--- config.mk ---
export PLATFORM = sky130hd
export DESIGN_NAME = simon_key_schedule
export DESIGN_NICKNAME = d
export VERILOG_FILES = /design/src/rtl/simon_key_schedule.sv
export SDC_FILE = /design/constraint.sdc
export NUM_CORES = 1
export LEC_CHECK = 0
export BUFFER_PORTS_ARGS = -buffer_cell sky130_fd_sc_hd__buf_2
export CAP_MARGIN = 10
export CORE_UTILIZATION = 49
export DETAILED_ROUTE_END_ITERATION = 8
export GPL_ROUTABILITY_DRIVEN = 1
export PLACE_DENSITY = 0.74
export SLEW_MARGIN = 20
export SYNTH_ARGS = -nofsm -noshare
export SYNTH_HDL_FRONTEND = slang
export SYNTH_SLANG_ARGS = --single-unit
export TNS_END_PERCENT = 30
--- constraint.sdc ---
create_clock -name clk -period 3.3 [get_ports clk]
set_input_delay 0.165 -clock clk [delete_from_list [all_inputs] [get_ports clk]]
set_output_delay 0.165 -clock clk [all_outputs]
set_load 0.02 [all_outputs]
--- src/rtl/simon_key_schedule.sv ---
// Simon32/64 round-key generator: streams k[0..ROUNDS-1] over a valid/ready
// handshake from a sliding four-word window.
module simon_key_schedule #(
    parameter int          ROUNDS = 32,
    parameter logic [61:0] Z_SEQ  = 62'b11111010001001010110000111001101111101000100101011000011100110
) (
    input  logic        clk,
    input  logic        reset,
    input  logic        start,
    input  logic [63:0] key,
    input  logic        rk_ready,
    output logic        rk_valid,
    output logic [15:0] rk,
    output logic [4:0]  rk_index,
    output logic        busy,
    output logic        done
);

    typedef enum logic {IDLE, RUN} state_t;

    // Ascending range so that z index 0 is the leftmost character of Z_SEQ.
    localparam logic [0:61] Z_ASC = Z_SEQ;
    localparam logic [4:0]  LAST  = 5'(ROUNDS - 1);

    state_t      state;
    logic [15:0] w0, w1, w2, w3;
    logic [4:0]  i;
    logic [15:0] t_rot, t_mix, knew;
    logic        z_bit;
    logic        transfer;

    always_comb begin
        z_bit    = Z_ASC[i];
        t_rot    = {w3[2:0], w3[15:3]} ^ w1;
        t_mix    = t_rot ^ {t_rot[0], t_rot[15:1]};
        knew     = ~w0 ^ t_mix ^ {15'b0, z_bit} ^ 16'h0003;
        transfer = (state == RUN) && rk_ready;
    end

    always_ff @(posedge clk or posedge reset) begin
        if (reset) begin
            state <= IDLE;
            w0    <= '0;
            w1    <= '0;
            w2    <= '0;
            w3    <= '0;
            i     <= '0;
            done  <= 1'b0;
        end else begin
            done <= 1'b0;
            case (state)
                IDLE: begin
                    if (start) begin
                        w0    <= key[15:0];
                        w1    <= key[31:16];
                        w2    <= key[47:32];
                        w3    <= key[63:48];
                        i     <= '0;
                        state <= RUN;
                    end
                end
                RUN: begin
                    if (transfer) begin
                        if (i == LAST) begin
                            // Window is left in place so rk/rk_index hold the last key.
                            state <= IDLE;
                            done  <= 1'b1;
                        end else begin
                            w0 <= w1;
                            w1 <= w2;
                            w2 <= w3;
                            w3 <= knew;
                            i  <= i + 5'd1;
                        end
                    end
                end
                default: state <= IDLE;
            endcase
        end
    end

    always_comb begin
        rk_valid = (state == RUN);
        busy     = (state == RUN);
        rk       = w0;
        rk_index = i;
    end

endmodule

# [Word level (Yosys, flattened, before mapping)]
# Memories as Yosys holds them, arrays and structs flattened.
# Cells that the tools add are included.
[word_totals] regBits=71 rom_bits=64 input_bits=68 out_inout_bits=24 wordCells=53 mem_count=1
[memory_table] memory="(no name shown)" words=64 width=1 rd=1 rd_ports_with_merged_regs=0 write_ports=0 line_no="33" source="z_bit = Z_ASC[i];"
[classes] add_sub_neg=1 magnitude_cmp=1 n_eq_ne=4 n_mux=29 n_bitwise=8 n_reduce_logical=2
[op_table] op="two-way mux 16 bit" count=12
[op_table] op="one-hot mux 16 bit (2 select lines)" count=4
[op_table] op="XOR 16 bit" count=3
[op_table] op="NOT 16 bit" count=1
[op_table] op="XOR 16 x 1 -> 16 bit" count=1
[op_table] op="two-way mux 5 bit" count=3
[op_table] op="one-hot mux 5 bit (2 select lines)" count=1
[op_table] op="two-way mux 1 bit" count=8
[op_table] op="greater-or-equal comparator 6 x 7 -> 1 bit (second input constant)" count=1
[op_table] op="NOT 5 -> 6 bit" count=1
[op_table] op="adder 5 x 1 -> 5 bit (second input constant)" count=1
[op_table] op="equality test 5 bit (second input constant)" count=1
[op_table] op="!= test 2 bit (second input constant)" count=2
[op_table] op="AND reduction 3 bit" count=1
[op_table] op="!= test 2 x 1 -> 1 bit (second input constant)" count=1
[op_table] op="NOT 2 bit" count=1
[op_table] op="one-hot mux 1 bit (2 select lines)" count=1
[op_table] op="logical AND 1 bit" count=1
[op_table] op="NOT 1 bit" count=1

# [Logic depth before layout (Yosys ltp)]
# Gate-level depths: netlist of the first run.
[depth] word_depth=9 ltp_mapped=9 mapped_depth_nobuf=8

# [Least setup slack after synthesis of the first run]
# No wires, ideal clock.
[synth_timing] kind="reg2reg" start="register i[0] (netlist: rk_index[0])" end="register w3[0]" setup_time_ps=142 arrival_time_ps=2016 required_ps=3158 path_slack_ps=1142 path_stages_with_launch=10 n_path_buf=2 synth_period_minus_slack_ps=2158 path_cell_list="dfrtp_1 ha_1 and3_2 ha_1 nand2b_1 a21o_1 buf_4 buf_2 nand2_1 o221ai_1"
[synth_between] elab_chain_len=9 elab_cells_between_ends=12 cone_classes="eq/ne (2); mux (5); bitwise (3); reduce/logical (1); memory (1)"
[synth_rtl] item="start: declaration" line_no="27" source="logic [4:0] i;"
[synth_rtl] item="start signal: assignment" line_no="73" source="i <= i + 5'd1;"
[synth_rtl] item="NOT 5 -> 6 bit (not written as such)" line_no="33"
[synth_rtl] item="memory (64 x 1 bit)"
[synth_rtl] item="two-way mux 1 bit (not written as such) (2 in series)" line_no="33"
[synth_rtl] item="XOR 16 x 1 -> 16 bit" line_no="36" source="knew = ~w0 ^ t_mix ^ {15'b0, z_bit} ^ 16'h0003;"
[synth_rtl] item="NOT 2 bit (no line)"
[synth_rtl] item="two-way mux 16 bit" line_no="64" source="if (i == LAST) begin"
[synth_rtl] item="two-way mux 16 bit" line_no="63" source="if (transfer) begin"
[synth_rtl] item="one-hot mux 16 bit (2 select lines)" line_no="51" source="case (state)"
[synth_rtl] item="end signal: assignment" line_no="57" source="w3 <= key[63:48];"
[synth_rtl] item="end signal: assignment" line_no="72" source="w3 <= knew;"
[synth_rtl] item="end: declaration" line_no="26" source="logic [15:0] w0, w1, w2, w3;"
# Parallel ways exist; a longest one is shown, timed or not. The select of a mux whose other input is x is not followed.
# A chain may end at the register's enable or synchronous reset.

# [Final worst setup path of the first run]
[layout_timing] start="register i[0] (netlist: rk_index[0])" end="register w3[5]"
[layout_between] elab_chain_len=3
[layout_rtl] item="equality test 5 bit" line_no="64"
[layout_rtl] item="!= test 2 bit (no line)"
[layout_rtl] item="AND reduction 3 bit (no line)"
# No other way between the ends.

==> reports/metrics.csv, run 1 <==
stage;metric;value;unit
status;status;completed;
pwr;Gate power share;45.6;%
clock_network;TritonCTS Sinks;71;
global_route;vias in the first global route;2870;
synthesis;Cell Area, Synth;3780;sq um
clock_network;# Post-CTS Setup Buffers;0;
clock_network;post_cts resized;0;
floorplan;starting density of the core;51.29;%
global_route;gr busiest metal;met2;
placed_design;number of buffers added on ports;91;
global_route;largest net degree at the start of global routing;64;
floorplan;Core ar.;7370;sq um
floorplan;num rows;31;
pwr;switching share of power;37.02;%
pwr;Seq pwr share;35.3;%
final_layout;fillcell total;630;
detailed_routing;vias;2911;
placed_design;post-DP HPWL;5.950;mm
detailed_routing;Routed Antenna Nets;0;
clock_network;Worst-Skew Late Latency;340;ps
global_route;met1 usage;29.43;%
timing;Max Slew Vio Count;0;
floorplan;Top Ports;92;
clock_network;Longest Clk Path Bufs;2;
setup_path;crit path max fanout;16;
detailed_routing;number of vias per cell;5.171;
timing;fmax;401.6;MHz
setup_path;Crit Path Category;flop to flop;
timing;Final Hold Viols;0;
detailed_routing;Residual DRC;0;
clock_network;root buf cell;clkbuf_8;
final_layout;area grow syn2layout;20.23;%
final_layout;Nets;532;
synthesis;Seq/Total Area, Yosys;47.00;%
synthesis;warnings from Yosys;0;
timing;final number of setup-violating endpoints;0;
worst_hold_path;Hold Path End;rk_index[4];
setup_path;Worst EP arrival;2780;ps
floorplan;height of the die;89.83;um
pwr;P_leak;2.424;nW
detailed_routing;drt pass-1 iters;4;
clock_network;Reg clk slew, reported paths;80;ps
pwr;cell-internal power;0.002772;W
synthesis;synth unique cells;26;
run;MaxCap Viol Count;0;
worst_hold_path;hold crit path type;input port to flop;
worst_hold_path;HP Start;start;
pwr;NetSw;0.001629;W
pwr;maximum VDD drop;0.4633;mV
clock_network;TritonCTS clock tree;yes;
placed_design;pre-CTS WS;893.8;ps
detailed_routing;drt total wl;8.318;mm
timing;max_slew headroom;56.54;%
setup_path;startpoint types;flop;
setup_path;CP required;3590;ps
final_layout;Inserted Diodes;0;
setup_path;reg2reg end;w3[5];
synthesis;leading area contributor after synthesis;dfrtp_1;
detailed_routing;drt initial violations;115;
pwr;cell area power density;968.5;nW/um^2
placed_design;RD Place Congestion;0.7754;
pwr;Clock Power Share;19.2;%
floorplan;die area;8069;sq um
detailed_routing;WL/cell;14.77;um
global_route;met2 Track Usage GR;34.81;%
worst_hold_path;Hold Path Depth;2;
timing;Slew @ Worst Pin;651.8;ps
final_layout;share of layout cells above drive strength 1;25.22;%
setup_path;FF-to-FF path depth;8;
timing;Setup WS post-layout;810.1;ps
synthesis;ranking of synthesized cells by area;dfrtp_1 (47%), mux2i_1 (13%), xnor2_1 (12%);
timing;post-route setup TNS;0;ps
global_route;GR Util All Layers;21.63;%
setup_path;setup slack, reg-to-reg;810;ps
global_route;initial antenna violation count;0;
timing;Layout Skew;6.952;ps
synthesis;FF+latch count, synth;71;
setup_path;crit path capture type;flop;
clock_network;number of buffers created by CTS;9;
timing;unrepaired setup endpoints after global routing;no;
floorplan;Die W;89.83;um
global_route;first-pass GRT wire length;13.86;mm
synthesis;Yosys top cell area share;47.00;%
synthesis;Synth Net Count;450;
synthesis;Post-Synthesis Cells;377;
timing;fin crit share;75.45;%
clock_network;CTS H-Tree Depth;3;
global_route;met3 Track Usage GR;2.961;%
timing;crit path time final;2490;ps
synthesis;synthesized area per cell;10.03;sq um
setup_path;reg2reg start;rk_index[0];
global_route;grt ovf;0;
registers in the layout (all words and copies together), names as in the netlist:
signal / cells
busy: 1
done: 1
rk: 16
rk_index: 5
w1: 16
w2: 16
w3: 16
cells in the mapped netlist:
library cell	n
a21boi_0	1
and3_1	1
nor2_2	1
nand3_1	1
buf_2	15
nor2b_1	1
o22ai_1	1
o221ai_1	1
o21ai_1	51
a21o_1	15
nand2b_1	4
a21oi_2	1
clkbuf_1	7
inv_1	3
nor2_1	2
mux2i_1	50
mux4_2	1
nand4_1	1
ha_1	5
xnor2_1	50
and3_2	1
nand2_1	58
a21oi_1	16
buf_4	2
o21ai_0	17
dfrtp_1	71
worst max path at each step:
stage                startpoint     end
global placement    rk_index[0]   w3[4]
CTS                 rk_index[0]   w3[5]
global route        rk_index[1]  w3[14]
detailed placement  rk_index[0]   w3[4]
floorplan           rk_index[0]   w3[0]
finish              rk_index[0]   w3[5]
cell usage in the layout, fill, tap and decap left out, drive strengths merged:
cell type,n
inv,3
ha,5
o221ai,1
nor2,3
clkinv,2
nand3,1
dfrtp,71
bufinv,3
nand2,58
o21ai,68
a21o,15
dlygate4sd3,1
mux4,1
clkbuf,10
nand2b,4
mux2i,50
a21boi,1
and3,2
nand4,1
xnor2,50
buf,94
nor2b,1
o22ai,1
a21oi,17
clkinvlp,1
repair_timing:
action / 4_1_cts / 5_1_grt
hold buffers: 1 / 0
endpoints found under the setup margin: 0 / 0
hold endpoints to repair: 28 / 0
layout make-up:
class / instances / area (sq um) / share of cell area, %
clock buffer: 10 / 137.6 / 3.029
clock inverter: 6 / 107.6 / 2.368
inverter: 3 / 11.26 / 0.2478
multi-input combinational: 279 / 1883 / 41.44
sequential: 71 / 1780 / 39.18
tap: 99 / 123.9 / 2.726
timing repair buffer: 95 / 500.5 / 11.01
cell families (layout without fill, tap and decap cells):
family                   Yosys count  after routing  synth area share [%]
multiplexers                      51             51                 13.84
flip-flops                        71             71                 47.00
adder cells (fa/ha/maj)            5              5                 1.655
buffers and inverters             27            114                 3.376
AO/OA/AOI/OAI                    103            103                 14.93
AND/OR/NAND/NOR                   70             70                 7.614
XOR/XNOR                          50             50                 11.59
critical path, stage by stage (launching register included):
cell      delay (ps)
dfrtp_1          470
ha_1             260
and3_2           230
ha_1             210
nand2b_1         210
a21oi_2          540
o21ai_0          240
a21oi_1          180
a21o_1           100
metal layers:
metal  vias up  wire length, um
met5         -                0
met4         0              159
met3        14              314
met2        83             3954
met1      1363             3889
li1       1451                -
metrics by stage:
step / instance area, sq um / power [W] / util [%] / std cells / hold WS [ps]
2_1_floorplan: 3780 / 0.003104 / - / 377 / 272.3
3_3_place_gp: 4289 / 0.003485 / 58.20 / 546 / 273.3
3_5_place_dp: 4289 / 0.003564 / 58.20 / 546 / 276.6
4_1_cts: 4544 / 0.004426 / 61.66 / 563 / 41.26
5_1_grt: 4544 / 0.004695 / 61.66 / 563 / 53.77
6_report: 4544 / 0.004401 / 61.66 / 563 / 54.44
power by group through the flow:
stage | Sequential (W) | Clock, W | Combinational (W)
floorplan | 0.00157 | 0 | 0.00154
global placement | 0.00154 | 0 | 0.00194
detailed placement | 0.00156 | 0 | 0.00200
CTS | 0.00155 | 0.000860 | 0.00202
global route | 0.00160 | 0.000898 | 0.00220
finish | 0.00155 | 0.000844 | 0.00200
No activity file was read; power rests on OpenSTA's default activity.
==> run 2, diff against run 1 <==
Settings changed: ABC_AREA set to 1, PLACE_DENSITY 0.74 to 0.73.
Clock period 3.3 ns to 2.3 ns, I/O delays scaled along.
==> reports/metrics.csv, run 2 <==
stage;metric;value;unit
status;status;completed;
clock_network;number of buffers created by CTS;9;
timing;fin crit share;89.08;%
clock_network;# Post-CTS Setup Buffers;0;
setup_path;crit path capture type;flop;
placed_design;number of buffers added on ports;91;
synthesis;Cell Area, Synth;4081;sq um
clock_network;TritonCTS clock tree;yes;
setup_path;Crit Path Category;flop to flop;
setup_path;startpoint types;flop;
final_layout;Nets;728;
timing;max_slew headroom;43.29;%
timing;Slew @ Worst Pin;850.7;ps
pwr;total power;0.006938;W
synthesis;ranking of synthesized cells by area;dfrtp_1 (44%), nand2_1 (20%), nor2_1 (7.3%);
synthesis;synthesized area per cell;7.098;sq um
global_route;GR Util All Layers;23.69;%
detailed_routing;vias;3911;
synthesis;synth unique cells;26;
final_layout;commonest cells after routing, fill and taps aside;nand2_1 (219), buf_2 (91), nor2_1 (79);
final_layout;commonest non-fill, non-tap cell in the layout;nand2_1;
placed_design;pre-CTS WS;181.1;ps
synthesis;Synth Net Count;648;
synthesis;Post-synth top cells;nand2_1 (219), nor2_1 (79), dfrtp_1 (71), a31oi_1 (45), inv_1 (37);
global_route;largest net degree at the start of global routing;89;
run;MaxCap Viol Count;0;
timing;Max Slew Vio Count;0;
timing;unrepaired setup endpoints after global routing;no;
pwr;cell area power density;1430;nW/um^2
pwr;Gate power share;47.7;%
synthesis;leading area contributor after synthesis;dfrtp_1;
synthesis;Seq/Total Area, Yosys;43.53;%
detailed_routing;drt pass-1 iters;5;
placed_design;RD Place Congestion;0.8340;
floorplan;die area;8698;sq um
timing;crit path time final;2049;ps
timing;post-route setup TNS;0;ps
final_layout;area grow syn2layout;18.91;%
synthesis;most frequent cell after synthesis;nand2_1;
placed_design;post-DP HPWL;6.622;mm
timing;Setup WS post-layout;251.2;ps
synthesis;asr flop ratio synth;100.0;%
floorplan;Top Ports;92;
pwr;switching share of power;43.75;%
floorplan;Die W;93.27;um
global_route;grt ovf;0;
global_route;vias in the first global route;3476;
floorplan;Core ar.;7888;sq um
timing;fmax;488.1;MHz
detailed_routing;number of vias per cell;5.133;
synthesis;FF+latch count, synth;71;
synthesis;warnings from Yosys;0;
clock_network;Longest Clk Path Bufs;2;
synthesis;EDFF count, synth;0;
clock_network;post_cts resized;0;
clock_network;TritonCTS Sinks;71;
clock_network;root buf cell;clkbuf_8;
setup_path;Worst EP arrival;2310;ps
setup_path;crit path max fanout;58;
detailed_routing;drt total wl;9.748;mm
worst_hold_path;hold crit path type;input port to flop;
detailed_routing;drt initial violations;204;
clock_network;Reg clk slew, reported paths;80;ps
synthesis;Yosys top cell area share;43.53;%
synthesis;Main synth FF type;dfrtp_1;
detailed_routing;Residual DRC;0;
final_layout;Inserted Diodes;0;
pwr;Seq pwr share;34.4;%
detailed_routing;WL/cell;12.79;um
setup_path;CP required;2570;ps
pwr;NetSw;0.003035;W
global_route;initial antenna violation count;0;
detailed_routing;Routed Antenna Nets;0;
clock_network;Worst-Skew Late Latency;340;ps
global_route;first-pass GRT wire length;16.17;mm
pwr;Clock Power Share;17.9;%
final_layout;final core area utilization;61.53;%
timing;final number of setup-violating endpoints;0;
timing;Final Hold Viols;0;
floorplan;starting density of the core;51.74;%
clock_network;CTS H-Tree Depth;3;
pwr;maximum VDD drop;0.5588;mV
floorplan;height of the die;93.27;um
pwr;cell-internal power;0.003903;W
final_layout;share of layout cells above drive strength 1;20.00;%
floorplan;num rows;32;
timing;Layout Skew;10.56;ps
synthesis;Post-Synthesis Cells;575;
pwr;P_leak;2.572;nW
==> run 2: cell count changes in the layout (fill, tap and decap cells not counted), sizes merged, moves of 39 or more <==
cell,delta
nor2,+77
nand2,+162
a31oi,+45
xnor2,-39
mux2i,-50
o21ai,-54
==> run 2: through the flow <==
stage / hold WS [ps] / instance area [sq um] / std cells
2_1_floorplan: 240.4 / 4081 / 575
3_3_place_gp: 225.8 / 4598 / 745
3_5_place_dp: 226.8 / 4598 / 745
4_1_cts: 15.47 / 4853 / 762
5_1_grt: 19.89 / 4853 / 762
6_report: 21.08 / 4853 / 762
==> run 2: worst paths after layout <==
check	from	end	slack [ps]	cells past startpoint
hold reg to reg	w3[6]	w3[6]	530	2
min in group asynchronous	reset	w2[1]	370	4
setup reg to reg	rk_index[1]	w3[5]	250	10
hold / removal	key[10]	rk[10]	20	3
setup / recovery	rk_index[1]	w3[5]	250	10
max in group asynchronous	reset	busy	1560	4
==> run 2: final cells by class <==
type                            instances  area, sq um
Fill cell                             727         3034
Clock buffer                           10        137.6
Inverter                               40        150.1
Tap cell                              102        127.6
Multi-Input combinational cell        433         1989
Timing Repair Buffer                  100        563.0
Sequential cell                        71         1778
Clock inverter                          6        107.6
==> run 2: layer usage <==
metal	wire (um)	GRT usage [%]	part of all wire [%]	up-vias
met3	496	3.252	5.1	19
met4	159	8.718	1.6	0
met5	0	0	0	-
li1	-	-	-	1981
met2	4460	36.76	46	120
met1	4632	33.83	48	1791
==> run 2: kinds of logic after synthesis <==
family                   count (synthesis)  synth area share, %
XOR/XNOR                                17                3.648
flip-flops                              71                43.53
AND/OR/NAND/NOR                        342                33.45
buffers and inverters                   71                7.725
adder cells (fa/ha/maj)                  5                1.533
AO/OA/AOI/OAI                           69                10.12
==> run 2: power groups by stage <==
stage / Clock [W] / Sequential [W] / Combinational [W]
after detailed placement: 0 / 0.00240 / 0.00330
after CTS: 0.00125 / 0.00238 / 0.00333
after floorplan: 0 / 0.00247 / 0.00238
after global routing: 0.00130 / 0.00248 / 0.00380
final: 0.00124 / 0.00239 / 0.00331
after global placement: 0 / 0.00237 / 0.00315
==> run 2: critical path: stages (launching register included) <==
cell and delay (ps):
dfrtp_1 460, ha_1 250, nand2_1 70, nor2_1 40, ha_1 210, nor3_4 230, nor2_2 80, inv_2 100
buf_12 240, o21ai_1 100, o21ai_1 170
==> run 2: repair_timing <==
item	4_1_cts	5_1_grt
endpoints found under the setup margin	0	1
hold buffers	1	0
hold endpoints to repair	71	0
==> run 3, diff against run 2 <==
Settings changed: CELL_PAD_IN_SITES_DETAIL_PLACEMENT set to 2, CELL_PAD_IN_SITES_GLOBAL_PLACEMENT set to 2, CORE_UTILIZATION 49 to 30, PLACE_DENSITY 0.73 to not set, PLACE_DENSITY_LB_ADDON set to 0.3, SLEW_MARGIN 20 to not set.
==> reports/metrics.csv, run 3 (synthesized netlist as in run 2, its figures left out) <==
stage;metric;value;unit
timing;fin crit share;87.80;%
setup_path;Crit Path Category;flop to flop;
setup_path;FF-to-FF path depth;10;
detailed_routing;number of vias per cell;4.934;
pwr;Gate power share;46.9;%
final_layout;Inserted Diodes;0;
timing;Layout Skew;5.605;ps
worst_hold_path;hold crit path type;input port to flop;
floorplan;num rows;42;
setup_path;setup slack, reg-to-reg;280;ps
setup_path;crit path max fanout;70;
setup_path;CP max stage cell;dfrtp_1;
placed_design;post-DP HPWL;9.582;mm
pwr;cell-internal power;0.004227;W
setup_path;startpoint types;flop;
setup_path;crit path from;rk_index[0];
worst_hold_path;Hold Path Depth;3;
clock_network;post_cts resized;0;
timing;final number of setup-violating endpoints;0;
final_layout;area grow syn2layout;23.76;%
final_layout;share of layout cells above drive strength 1;19.94;%
timing;Slew @ Worst Pin;917.3;ps
floorplan;die area;14080;sq um
detailed_routing;Routed Antenna Nets;0;
setup_path;crit path capture type;flop;
clock_network;Post-CTS Hold Fix Bufs;1;
global_route;grt ovf;0;
detailed_routing;vias;4135;
pwr;NetSw;0.003338;W
floorplan;height of the die;118.6;um
detailed_routing;Residual DRC;0;
final_layout;commonest cells after routing, fill and taps aside;nand2_1 (219), buf_2 (91), nor2_1 (79);
setup_path;crit path cell chain;ha_1 > nand2_1 > nor2_1 > ha_1 > nor3_4 > nor2_2 > inv_2 > buf_12 > nor2_1 > a31oi_1;
timing;unrepaired setup endpoints after global routing;no;
final_layout;Nets;731;
status;status;completed;
pwr;switching share of power;44.12;%
setup_path;Worst EP arrival;2270;ps
setup_path;Critical Path End;w1[7];
placed_design;number of buffers added on ports;91;
pwr;P_leak;2.624;nW
clock_network;root buf cell;clkbuf_16;
clock_network;# Post-CTS Setup Buffers;0;
final_layout;cell area after layout;5051;sq um
detailed_routing;drt total wl;13.44;mm
timing;Final Hold Viols;0;
timing;crit path time final;2019;ps
global_route;initial antenna violation count;0;
final_layout;commonest non-fill, non-tap cell in the layout;nand2_1;
global_route;GR Util All Layers;20.48;%
placed_design;RD Place Congestion;0.7555;
timing;Max Slew Vio Count;0;
timing;post-route setup TNS;0;ps
pwr;Seq pwr share;32.0;%
setup_path;CP peak stage delay;390;ps
setup_path;CP bufs+invs;2;
pwr;maximum VDD drop;0.3690;mV
clock_network;TritonCTS clock tree;yes;
clock_network;number of buffers created by CTS;9;
pwr;cell area power density;1498;nW/um^2
global_route;first-pass GRT wire length;22.60;mm
global_route;vias in the first global route;4541;
clock_network;TritonCTS Sinks;71;
floorplan;Top Ports;92;
final_layout;final core area utilization;38.14;%
floorplan;Core ar.;13240;sq um
setup_path;CP required;2550;ps
pwr;Clock Power Share;21.1;%
floorplan;Die W;118.6;um
timing;fmax;495.2;MHz
clock_network;Worst-Skew Late Latency;340;ps
floorplan;starting density of the core;30.82;%
setup_path;reg2reg end;w1[7];
placed_design;placed standard-cell area;4713;sq um
setup_path;critical path's top delay family;simple AND/OR/NAND/NOR gates;
clock_network;Reg clk slew, reported paths;60;ps
clock_network;Longest Clk Path Bufs;2;
detailed_routing;WL/cell;16.04;um
run;MaxCap Viol Count;0;
final_layout;fillcell total;1597;
global_route;largest net degree at the start of global routing;89;
setup_path;Stages on worst setup path;10;
timing;max_slew headroom;38.85;%
detailed_routing;drt initial violations;85;
detailed_routing;drt pass-1 iters;4;
clock_network;CTS H-Tree Depth;3;
setup_path;reg2reg start;rk_index[0];
-- run 3: worst min-delay path by stage --
stage                       from  endpoint  slack [ps]
after detailed placement   reset     w2[2]         280
after floorplan            start      busy         240
after global routing      key[9]     rk[9]          40
after global placement     reset    rk[15]         280
after CTS                 key[7]     rk[7]          30
final                     key[7]     rk[7]          30
-- run 3: cell type report --
class	count	area (sq um)	share of cell area [%]
tap	176	220.2	4.360
inverter	40	150.1	2.973
clock inverter	4	95.09	1.883
sequential	71	1778	35.20
multi-input combinational	433	1989	39.39
clock buffer	11	232.7	4.607
timing repair buffer	103	585.6	11.59
-- run 3: layer usage --
metal | vias up | share of wire (%) | track usage, %
li1 | 1985 | - | -
met1 | 2067 | 45 | 25.30
met2 | 63 | 51 | 35.93
met3 | 20 | 2.6 | 2.944
met4 | 0 | 2.0 | 7.674
met5 | - | 0 | 0
-- run 3: through the flow --
step                      setup slack [ps]  hold slack (ps)  std cells  total power [W]
final                                280.6            30.60        838         0.007565
after global routing                 137.3            39.56        838         0.008244
after CTS                            251.1            25.77        838         0.007687
after detailed placement             284.3            280.5        822         0.005992
after global placement               410.6            278.4        822         0.005671
after floorplan                      333.8            240.4        575         0.004848
-- run 3: worst register-to-register path, delay by kind of cell, from the launching register on --
kind                     cells  cell delay [ps]
flip-flops                   1              390
AO/OA/AOI/OAI                1              190
adder cells (fa/ha/maj)      2              450
AND/OR/NAND/NOR              5              510
buffers and inverters        2              380
-- run 3: power by group through the flow --
| stage | registers [W] | clock network [W] | logic, W |
|---|---|---|---|
| 3_3_place_gp | 0.00239 | 0 | 0.00328 |
| 4_1_cts | 0.00243 | 0.00163 | 0.00363 |
| 2_1_floorplan | 0.00247 | 0 | 0.00238 |
| 3_5_place_dp | 0.00244 | 0 | 0.00355 |
| 5_1_grt | 0.00251 | 0.00165 | 0.00408 |
| 6_report | 0.00242 | 0.00160 | 0.00355 |
